### src/rtl/div_iter.sv
// Iterative 32-bit radix-2 restoring divider (DIV/DIVU) for the EX stage.
// Produces {remainder, quotient}, holds it until start_i drops, and is cancelled by annul_i.
module div_iter #(
    parameter int WIDTH = 32,
    parameter int CNT_W = 6
) (
    input  logic               clk,
    input  logic               rst,
    input  logic               signed_div_i,
    input  logic [WIDTH-1:0]   opdata1_i,
    input  logic [WIDTH-1:0]   opdata2_i,
    input  logic               start_i,
    input  logic               annul_i,
    output logic [2*WIDTH-1:0] result_o,
    output logic               ready_o
);

    typedef enum logic [1:0] {
        FREE,
        BYZERO,
        ON,
        END
    } state_t;

    state_t             state;
    logic [CNT_W-1:0]   cnt;
    logic [WIDTH-1:0]   rem;
    logic [WIDTH-1:0]   dvd;
    logic [WIDTH-1:0]   divisor;
    logic               s1;
    logic               s2;

    logic               neg1;
    logic               neg2;
    logic [WIDTH-1:0]   abs1;
    logic [WIDTH-1:0]   abs2;
    logic [WIDTH:0]     shifted;
    logic [WIDTH:0]     trial;
    logic [WIDTH-1:0]   quo_fix;
    logic [WIDTH-1:0]   rem_fix;

    assign neg1 = signed_div_i & opdata1_i[WIDTH-1];
    assign neg2 = signed_div_i & opdata2_i[WIDTH-1];
    assign abs1 = neg1 ? ({WIDTH{1'b0}} - opdata1_i) : opdata1_i;
    assign abs2 = neg2 ? ({WIDTH{1'b0}} - opdata2_i) : opdata2_i;

    // dvd doubles as the quotient: dividend bits shift out the top while quotient bits enter below.
    assign shifted = {rem, dvd[WIDTH-1]};
    assign trial   = shifted - {1'b0, divisor};

    // Quotient sign follows s1^s2; the remainder takes the dividend's sign.
    assign quo_fix = (s1 ^ s2) ? ({WIDTH{1'b0}} - dvd) : dvd;
    assign rem_fix = s1 ? ({WIDTH{1'b0}} - rem) : rem;

    always_ff @(posedge clk) begin
        if (rst) begin
            state    <= FREE;
            cnt      <= '0;
            rem      <= '0;
            dvd      <= '0;
            divisor  <= '0;
            s1       <= 1'b0;
            s2       <= 1'b0;
            ready_o  <= 1'b0;
            result_o <= '0;
        end else if (annul_i) begin
            state    <= FREE;
            cnt      <= '0;
            ready_o  <= 1'b0;
            result_o <= '0;
        end else begin
            case (state)
                FREE: begin
                    if (start_i) begin
                        s1      <= neg1;
                        s2      <= neg2;
                        dvd     <= abs1;
                        divisor <= abs2;
                        rem     <= '0;
                        cnt     <= '0;
                        state   <= (opdata2_i == '0) ? BYZERO : ON;
                    end
                end
                BYZERO: begin
                    state    <= END;
                    ready_o  <= 1'b1;
                    result_o <= '0;
                end
                ON: begin
                    // After WIDTH steps the count triggers one extra edge that registers the sign-fixed result.
                    if (cnt != CNT_W'(WIDTH)) begin
                        rem <= trial[WIDTH] ? shifted[WIDTH-1:0] : trial[WIDTH-1:0];
                        dvd <= {dvd[WIDTH-2:0], ~trial[WIDTH]};
                        cnt <= cnt + CNT_W'(1);
                    end else begin
                        state    <= END;
                        ready_o  <= 1'b1;
                        result_o <= {rem_fix, quo_fix};
                    end
                end
                END: begin
                    if (!start_i) begin
                        state    <= FREE;
                        ready_o  <= 1'b0;
                        result_o <= '0;
                    end
                end
                default: state <= FREE;
            endcase
        end
    end

endmodule
### config.mk
export PLATFORM = sky130hd
export DESIGN_NAME = div_iter
export DESIGN_NICKNAME = d
export VERILOG_FILES = /design/src/rtl/div_iter.sv
export SDC_FILE = /design/constraint.sdc
export NUM_CORES = 1
export LEC_CHECK = 0
export BUFFER_PORTS_ARGS = -buffer_cell sky130_fd_sc_hd__clkbuf_2
export CORE_UTILIZATION = 60
export CTS_CLUSTER_SIZE = 40
export DETAILED_ROUTE_END_ITERATION = 6
export PLACE_DENSITY = 0.84
export SYNTH_ARGS = -nofsm -noshare
export SYNTH_HDL_FRONTEND = slang
export SYNTH_SLANG_ARGS = --single-unit
### constraint.sdc
create_clock -name clk -period 9.33 [get_ports clk]
set_input_delay 1.3995 -clock clk [delete_from_list [all_inputs] [get_ports clk]]
set_output_delay 1.3995 -clock clk [all_outputs]
set_load 0.005 [all_outputs]
==> results of run 1 <==
## cell type report
cell class	count	area [µm²]
flip-flops and latches	171	3420
fillers	1445	5330
inverters	56	210
multi-input cells	1142	6910
clock inverters	14	146
well taps	225	282
clock buffers	18	439
repair buffers	143	741
## worst max path at each step
stage	end	slack, ns
3_3_place_gp	state[0]	5.21
3_5_place_dp	state[0]	5.08
2_1_floorplan	divisor[30]	5.53
4_1_cts	state[0]	5.55
6_report	state[1]	5.52
5_1_grt	divisor[30]	5.41
## registers in the layout, indices dropped and copies added (netlist names)
signal	flops
rem	32
s2	1
ready_o	1
state	2
cnt	6
s1	1
dvd	32
divisor	32
result_o	64
## worst min-delay path, cell delays in order, from the launching register on
cell	delay, ns
dfxtp_1	0.31
nand2_1	0.05
o21ai_1	0.05
## layer usage
layer / GRT usage / wire, µm / up-vias
met1: 0.424 / 12900 / 4996
met5: 0 / 0 / -
li1: - / - / 5242
met3: 0.0444 / 1910 / 57
met2: 0.511 / 13400 / 451
met4: 0.112 / 663 / 0
## cell families (layout without fill, tap and decap cells)
| kind of cell | Yosys count | count (layout) |
|---|---|---|
| flip-flops | 171 | 171 |
| AO/OA/AOI/OAI | 415 | 415 |
| multiplexers | 24 | 24 |
| XOR/XNOR | 151 | 151 |
| buffers and inverters | 141 | 231 |
| AND/OR/NAND/NOR | 509 | 509 |
| adder cells (fa/ha/maj) | 43 | 43 |
## stage by stage
stage          area [µm²]  total power [mW]  utilization  std cells
2_1_floorplan       10800              1.07            -       1454
3_3_place_gp        11600              1.16        0.662       1737
3_5_place_dp        11600              1.17        0.662       1737
4_1_cts             12100              1.88        0.695       1769
5_1_grt             12100              1.96        0.695       1769
6_report            12100              1.88        0.695       1769
## Yosys cell counts, types with 19 or more instances
cell,number
xnor2_1,78
nor2_1,135
ha_1,42
o31ai_1,22
xor2_1,73
inv_1,56
dfxtp_1,171
a211oi_1,31
a21oi_1,119
nor3_1,19
mux2i_1,24
nand2_1,232
clkbuf_1,81
a22oi_1,28
o21ai_0,128
nand3_1,28
## power by group through the flow
| stage | combinational (mW) | clock, mW | sequential [mW] |
|---|---|---|---|
| 2_1_floorplan | 0.280 | 0 | 0.786 |
| 3_3_place_gp | 0.364 | 0 | 0.794 |
| 3_5_place_dp | 0.372 | 0 | 0.795 |
| 4_1_cts | 0.376 | 0.723 | 0.779 |
| 5_1_grt | 0.421 | 0.755 | 0.783 |
| 6_report | 0.383 | 0.721 | 0.780 |
==> summary.md, run 1 <==
| Metric | Value |
|---|---|
| Status | `completed` |
| TritonRoute pass-1 iters | `6` |
| Net switching power | `approximately 0.60 mW` |
| PwrDens | `155 mW/mm²` |
| RSZ-0062 raised after global routing | `no` |
| Setup Skew | `0.00707 ns` |
| Drt initial violations | `between 1k and 1.5k` |
| IO Pins | `134` |
| Worst skew pair latency | `roughly 0.44 ns` |
| Area Overhead vs Synth | `12.1%` |
| Largest family of logic cells by synthesized area | `compound AO/OA/AOI/OAI gates` |
| Final WL | `28.8 mm` |
| Longest Clk Path Bufs | `2` |
| Total track usage | `0.315` |
| Syn Nets | `between 1.5k and 2k` |
| Clock power frac | `0.383` |
| Die Y | `between 100 and 150 µm` |
| Post-Synth XOR/XNOR Area | `0.122` |
| Vias in the first global route | `9554` |
| Post-DR wirelength/cell | `16.3 µm` |
| GPL Wtd Cong | `~0.95` |
| CP arrival | `4.12 ns` |
| Crit path capture type | `register` |
| Seq/Total Area, Yosys | `0.316` |
| Initial Utilization | `0.620` |
| Crit Path Max Fanout | `5` |
| CP top delay family | `simple AND/OR/NAND/NOR gates` |
| Final setup fails | `0` |
| Ys flop type | `dfxtp_1` |
| Final Hold Viols | `0` |
| Num rows | `48` |
| Number of stages on the worst setup path | `10` |
| Post-synth EDFFs | `0` |
| Total negative setup slack | `0 ns` |
| CP peak stage delay | `0.50 ns` |
| Max H-tree Level | `4` |
| Setup CP Type | `in2reg` |
| Comb power frac | `0.203` |
| Worst Hold Class | `reg2reg` |
| Flop pwr share | `0.414` |
| Most frequent CP cell | `or3_1` |
| Antenna violations before repair | `0` |
| Worst-path cell chain | `clkbuf_2 -> or2_2 -> nor2_1 -> nand2_1 -> or3_1 -> or3_1 -> or4_1 -> nor4_1 -> or3_1 -> a21oi_1` |
| Asr flop ratio synth | `0` |
| Hold Path Depth | `2` |
| Post-synthesis instance total | `1454` |
| CTS Hold Bufs | `0` |
| Max Cap Violations | `0` |
| Worst-margin pin slew | `roughly 1.2 ns` |
| Die area | `roughly 0.019 mm²` |
| Synth Area in Compound Gates | `0.233` |
| Top cells by area, synth | `dfxtp_1 32%, nand2_1 8.0%, xnor2_1 6.3%` |
| Via density | `6.07` |
| First-pass GRT wire length | `46.7 mm` |
| Synth area leader | `dfxtp_1` |
| DPL Wire Length | `20.8 mm` |
| Slew Limit Fails | `0` |
| Final #Nets | `1643` |
| # clock sinks | `171` |
| Crit path launch | `opdata2_i[10]` |
| Clk pin slew, worst setup/hold paths | `0.07 ns` |
| Yosys top cell area share | `0.316` |
| CTS resizes | `0` |
| WHS Endpoint | `result_o[63]` |
| Worst VDD drop | `158 µV` |
| Final worst slack | `5.52 ns` |
| Sw Share | `0.319` |
| Crit path required time | `slightly below 10 ns` |
| Cts bufs inserted | `17` |
| Port buffer count | `133` |
| Relative slew slack | `0.178` |
| Yosys reg bits | `about 170` |
| Dpl ws | `5.08 ns` |
| Core area | `roughly 0.017 mm²` |
| WHS | `0.450 ns` |
| Post-CTS Setup Inserts | `0` |
| Reg2reg setup slack | `5.80 ns` |
| Commonest cells after routing, fill and taps aside | `232 x nand2_1, 171 x dfxtp_1, 133 x clkbuf_2` |
| Commonest non-fill, non-tap cell in the layout | `nand2_1` |
| Grt ovf | `0` |
| Clock root buffer | `clkbuf_16` |
| Share of cells above drive strength 1 | `0.125` |
| Post-synthesis mux area share | `0.0222` |
| Ant. Diodes | `0` |
| Adder-cell share of the synthesized area | `0.0503` |
| R2R Path End | `rem[20]` |
| Post-route ant nets | `0` |
| DR vias | `10.7k` |
| Pin count of the biggest net entering global routing | `82` |
| DRC | `0` |
| Buf+Inv Stages, Crit Path | `1` |
| Synth cell types | `58` |
| Pleak | `slightly below 5 nW` |
| Ys Warns | `0` |
| Internal | `1.28 mW` |
| Slowest cell on crit path | `nor4_1` |
| Synth Area per Inst | `7.45 µm²` |
| TritonCTS clock tree | `done` |
| R2R depth | `12` |
| Synthesized cell area | `0.0108 mm²` |
| Simple-gate share of the synthesized area | `0.208` |
| Worst r2r src | `dvd[31]` |
| Die X | `~140 µm` |
| Crit start category | `primary input` |
| Final Cycle Share | `0.408` |
| Max Clk Rate | `between 200 and 300 MHz` |
| HP Start | `result_o[63]` |
| Period minus WS final | `3.81 ns` |
(Power assumes the default switching activity.)
==> run 2: changes to the inputs <==
CORE_UTILIZATION = 59   (was 60)
PLACE_DENSITY = 0.83   (was 0.84)
clock period = 4 ns   (was 9.33 ns; I/O delays follow)
==> run 2 against run 1 <==
  * Global-route usage decreased by 0.87 points
  * Highest routed layer unchanged
  * Largest cell class unchanged
  * Sequential cell count unchanged
  * Critical path depth increased by 2
  * Utilization decreased by 1.3 points
  * Routed wire length decreased by 0.55%
  * Via count decreased by 2.1%
==> summary.md, run 2 (synthesis results as in run 1) <==
| Metric | Value |
|---|---|
| Met1 usage | `0.418 (-0.00670)` |
| Clk pin slew, worst setup/hold paths | `0.07 ns (about the same)` |
| TritonRoute pass-1 iters | `5 (-1)` |
| Worst VDD drop | `305 µV (+93%)` |
| WHS | `0.446 ns (-0.00416 ns)` |
| Crit path capture type | `register` |
| Final setup fails | `0 (unchanged)` |
| Final Hold Viols | `0 (unchanged)` |
| Crit start category | `register` |
| Worst-margin pin slew | `1.18 ns (-0.0506 ns)` |
| CTS Hold Bufs | `0 (unchanged)` |
| Net switching power | `1.36 mW (+130%)` |
| Total power | `4.54 mW (+140%)` |
| CP arrival | `3.72 ns (-0.40 ns)` |
| Crit Path Max Fanout | `19 (+14)` |
| Die area | `0.0189 mm² (+1.7%)` |
| Status | `completed` |
| CTS resizes | `0 (unchanged)` |
| Commonest non-fill, non-tap cell in the layout | `nand2_1` |
| M2 GR Usage | `0.494 (-0.0171)` |
| CP peak stage delay | `0.44 ns (-0.06 ns)` |
| Worst skew pair latency | `0.43 ns (about the same)` |
| Internal | `3.18 mW (+150%)` |
| RSZ-0062 raised after global routing | `no` |
| Ant. Diodes | `0 (unchanged)` |
| IO Pins | `134 (unchanged)` |
| Die Y | `138 µm (+0.83%)` |
| Cts bufs inserted | `17 (unchanged)` |
| Worst Hold Class | `reg2reg` |
| Via density | `5.92 (-2.6%)` |
| Die X | `138 µm (+0.83%)` |
| Buf+Inv Stages, Crit Path | `2 (+1)` |
| Commonest cells after routing, fill and taps aside | `232 x nand2_1, 171 x dfxtp_1, 133 x clkbuf_2` |
| TritonCTS clock tree | `done` |
| Share of cells above drive strength 1 | `0.128 (+0.00274)` |
| Port buffer count | `133 (unchanged)` |
| Max Cap Violations | `0 (unchanged)` |
| Slew Limit Fails | `0 (unchanged)` |
| Drt initial violations | `892 (-14%)` |
| CP top delay family | `compound AO/OA/AOI/OAI gates` |
| Clock root buffer | `clkbuf_16` |
| Max reg flops | `64 (unchanged)` |
| First-pass GRT wire length | `45.8 mm (-1.8%)` |
| Sw Share | `0.300 (-0.0188)` |
| Initial Utilization | `0.603 (-0.0168)` |
| Top reg by flops | `result_o` |
| DPL Wire Length | `21.1 mm (+1.8%)` |
| Met3 Track Usage GR | `0.0453 (+0.000884)` |
| DRC | `0 (unchanged)` |
| Num rows | `49 (+2.1%)` |
| GPL Wtd Cong | `0.952 (-0.18%)` |
| Period minus WS final | `3.38 ns` |
| Final #Nets | `1649 (+0.37%)` |
| Setup CP Type | `reg2reg` |
| Post-DR wirelength/cell | `16.1 µm (-1.1%)` |
| Total negative setup slack | `0 ns (unchanged)` |
| PwrDens | `371 mW/mm² (+140%)` |
| Clock power frac | `0.402 (+0.019)` |
| Flop pwr share | `0.400 (-0.014)` |
| Grt ovf | `0 (unchanged)` |
| Total track usage | `0.306 (-0.00865)` |
| Core area | `0.0180 mm² (+2.8%)` |
| Longest Clk Path Bufs | `2 (unchanged)` |
| Post-CTS Setup Inserts | `0 (unchanged)` |
| Multi-input gate area | `0.00691 mm² (unchanged)` |
| Max H-tree Level | `4 (unchanged)` |
| # clock sinks | `171 (unchanged)` |
| Final Cycle Share | `0.846` |
| DR vias | `10.5k (-2.1%)` |
| Final WL | `28.7 mm (-0.55%)` |
| Vias in the first global route | `9357 (-2.1%)` |
| Pleak | `4.91 nW (+1.0%)` |
| Worst-path cell chain | `inv_1 -> ha_1 -> fa_1 -> nand2b_1 -> a21oi_1 -> o211a_1 -> a31o_2 -> a211oi_1 -> xnor2_2 -> buf_4 -> a21oi_1 -> a211oi_1` |
| Setup Skew | `0.00851 ns (+0.00144 ns)` |
| Max Clk Rate | `295 MHz` |
| Crit path required time | `4.34 ns (-5.31 ns)` |
| Relative slew slack | `0.210 (+0.0322)` |
| Antenna violations before repair | `0 (unchanged)` |
| Number of fill cells | `1513 (+4.7%)` |
| Slowest cell on crit path | `dfxtp_1` |
| Post-route ant nets | `0 (unchanged)` |
| Comb power frac | `0.198 (-0.005)` |
| Area Overhead vs Synth | `13.1%` |
| Reg area | `0.00342 mm² (unchanged)` |
| Pin count of the biggest net entering global routing | `80 (-2.4%)` |
| Gr busiest metal | `met2` |
[run 2: cell count changes in the layout (fill, tap and decap cells not counted)]
cell / previous run / this run
inv_6: 7 / 3
inv_8: 4 / 3
clkbuf_1: 0 / 1
clkinv_2: 2 / 1
clkinv_4: 0 / 1
bufinv_16: 1 / 4
buf_4: 10 / 16
clkinvlp_4: 0 / 1
[run 2: final timing paths]
kind,startpoint,to,slack (ns),cells past startpoint
worst max register to register,dvd[31],dvd[0],0.62,12
worst min-delay path,result_o[60],result_o[60],0.45,2
worst min register to register,result_o[60],result_o[60],0.45,2
worst max-delay path,dvd[31],dvd[0],0.62,12
[run 2: power groups by stage]
stage	Sequential [mW]	Combinational [mW]	Clock (mW)
after floorplan	1.83	0.653	0
after global placement	1.85	0.867	0
after detailed placement	1.85	0.879	0
after CTS	1.82	0.887	1.84
after global routing	1.83	0.996	1.91
final	1.82	0.900	1.82
[run 2: final cells by class]
class	instances	area share
Tap cell	229	0.0234
Clock inverter	13	0.0164
Inverter	56	0.0171
Sequential cell	171	0.279
Multi-Input combinational cell	1142	0.563
Timing Repair Buffer	149	0.0641
Clock buffer	19	0.0361
[run 2: worst min-delay path, cell delays in order, from the launching register on]
cell,delay (ns)
dfxtp_1,0.31
nand2_1,0.05
o21ai_1,0.05
[run 2: per-layer routing]
metal  up-vias  part of all wire
met3        50             0.067
met5         -                 0
met2       392              0.46
met4         0             0.023
met1      4832              0.45
li1       5250                 -
[run 2: through the flow]
step                      utilization  setup slack [ns]  instance area [µm²]  std cells
final                           0.682             0.615                12300       1779
after global placement          0.646             0.590                11600       1747
after global routing            0.682             0.406                12300       1779
after CTS                       0.682             0.648                12300       1779
after floorplan                     -             0.819                10800       1454
after detailed placement        0.646             0.514                11600       1747
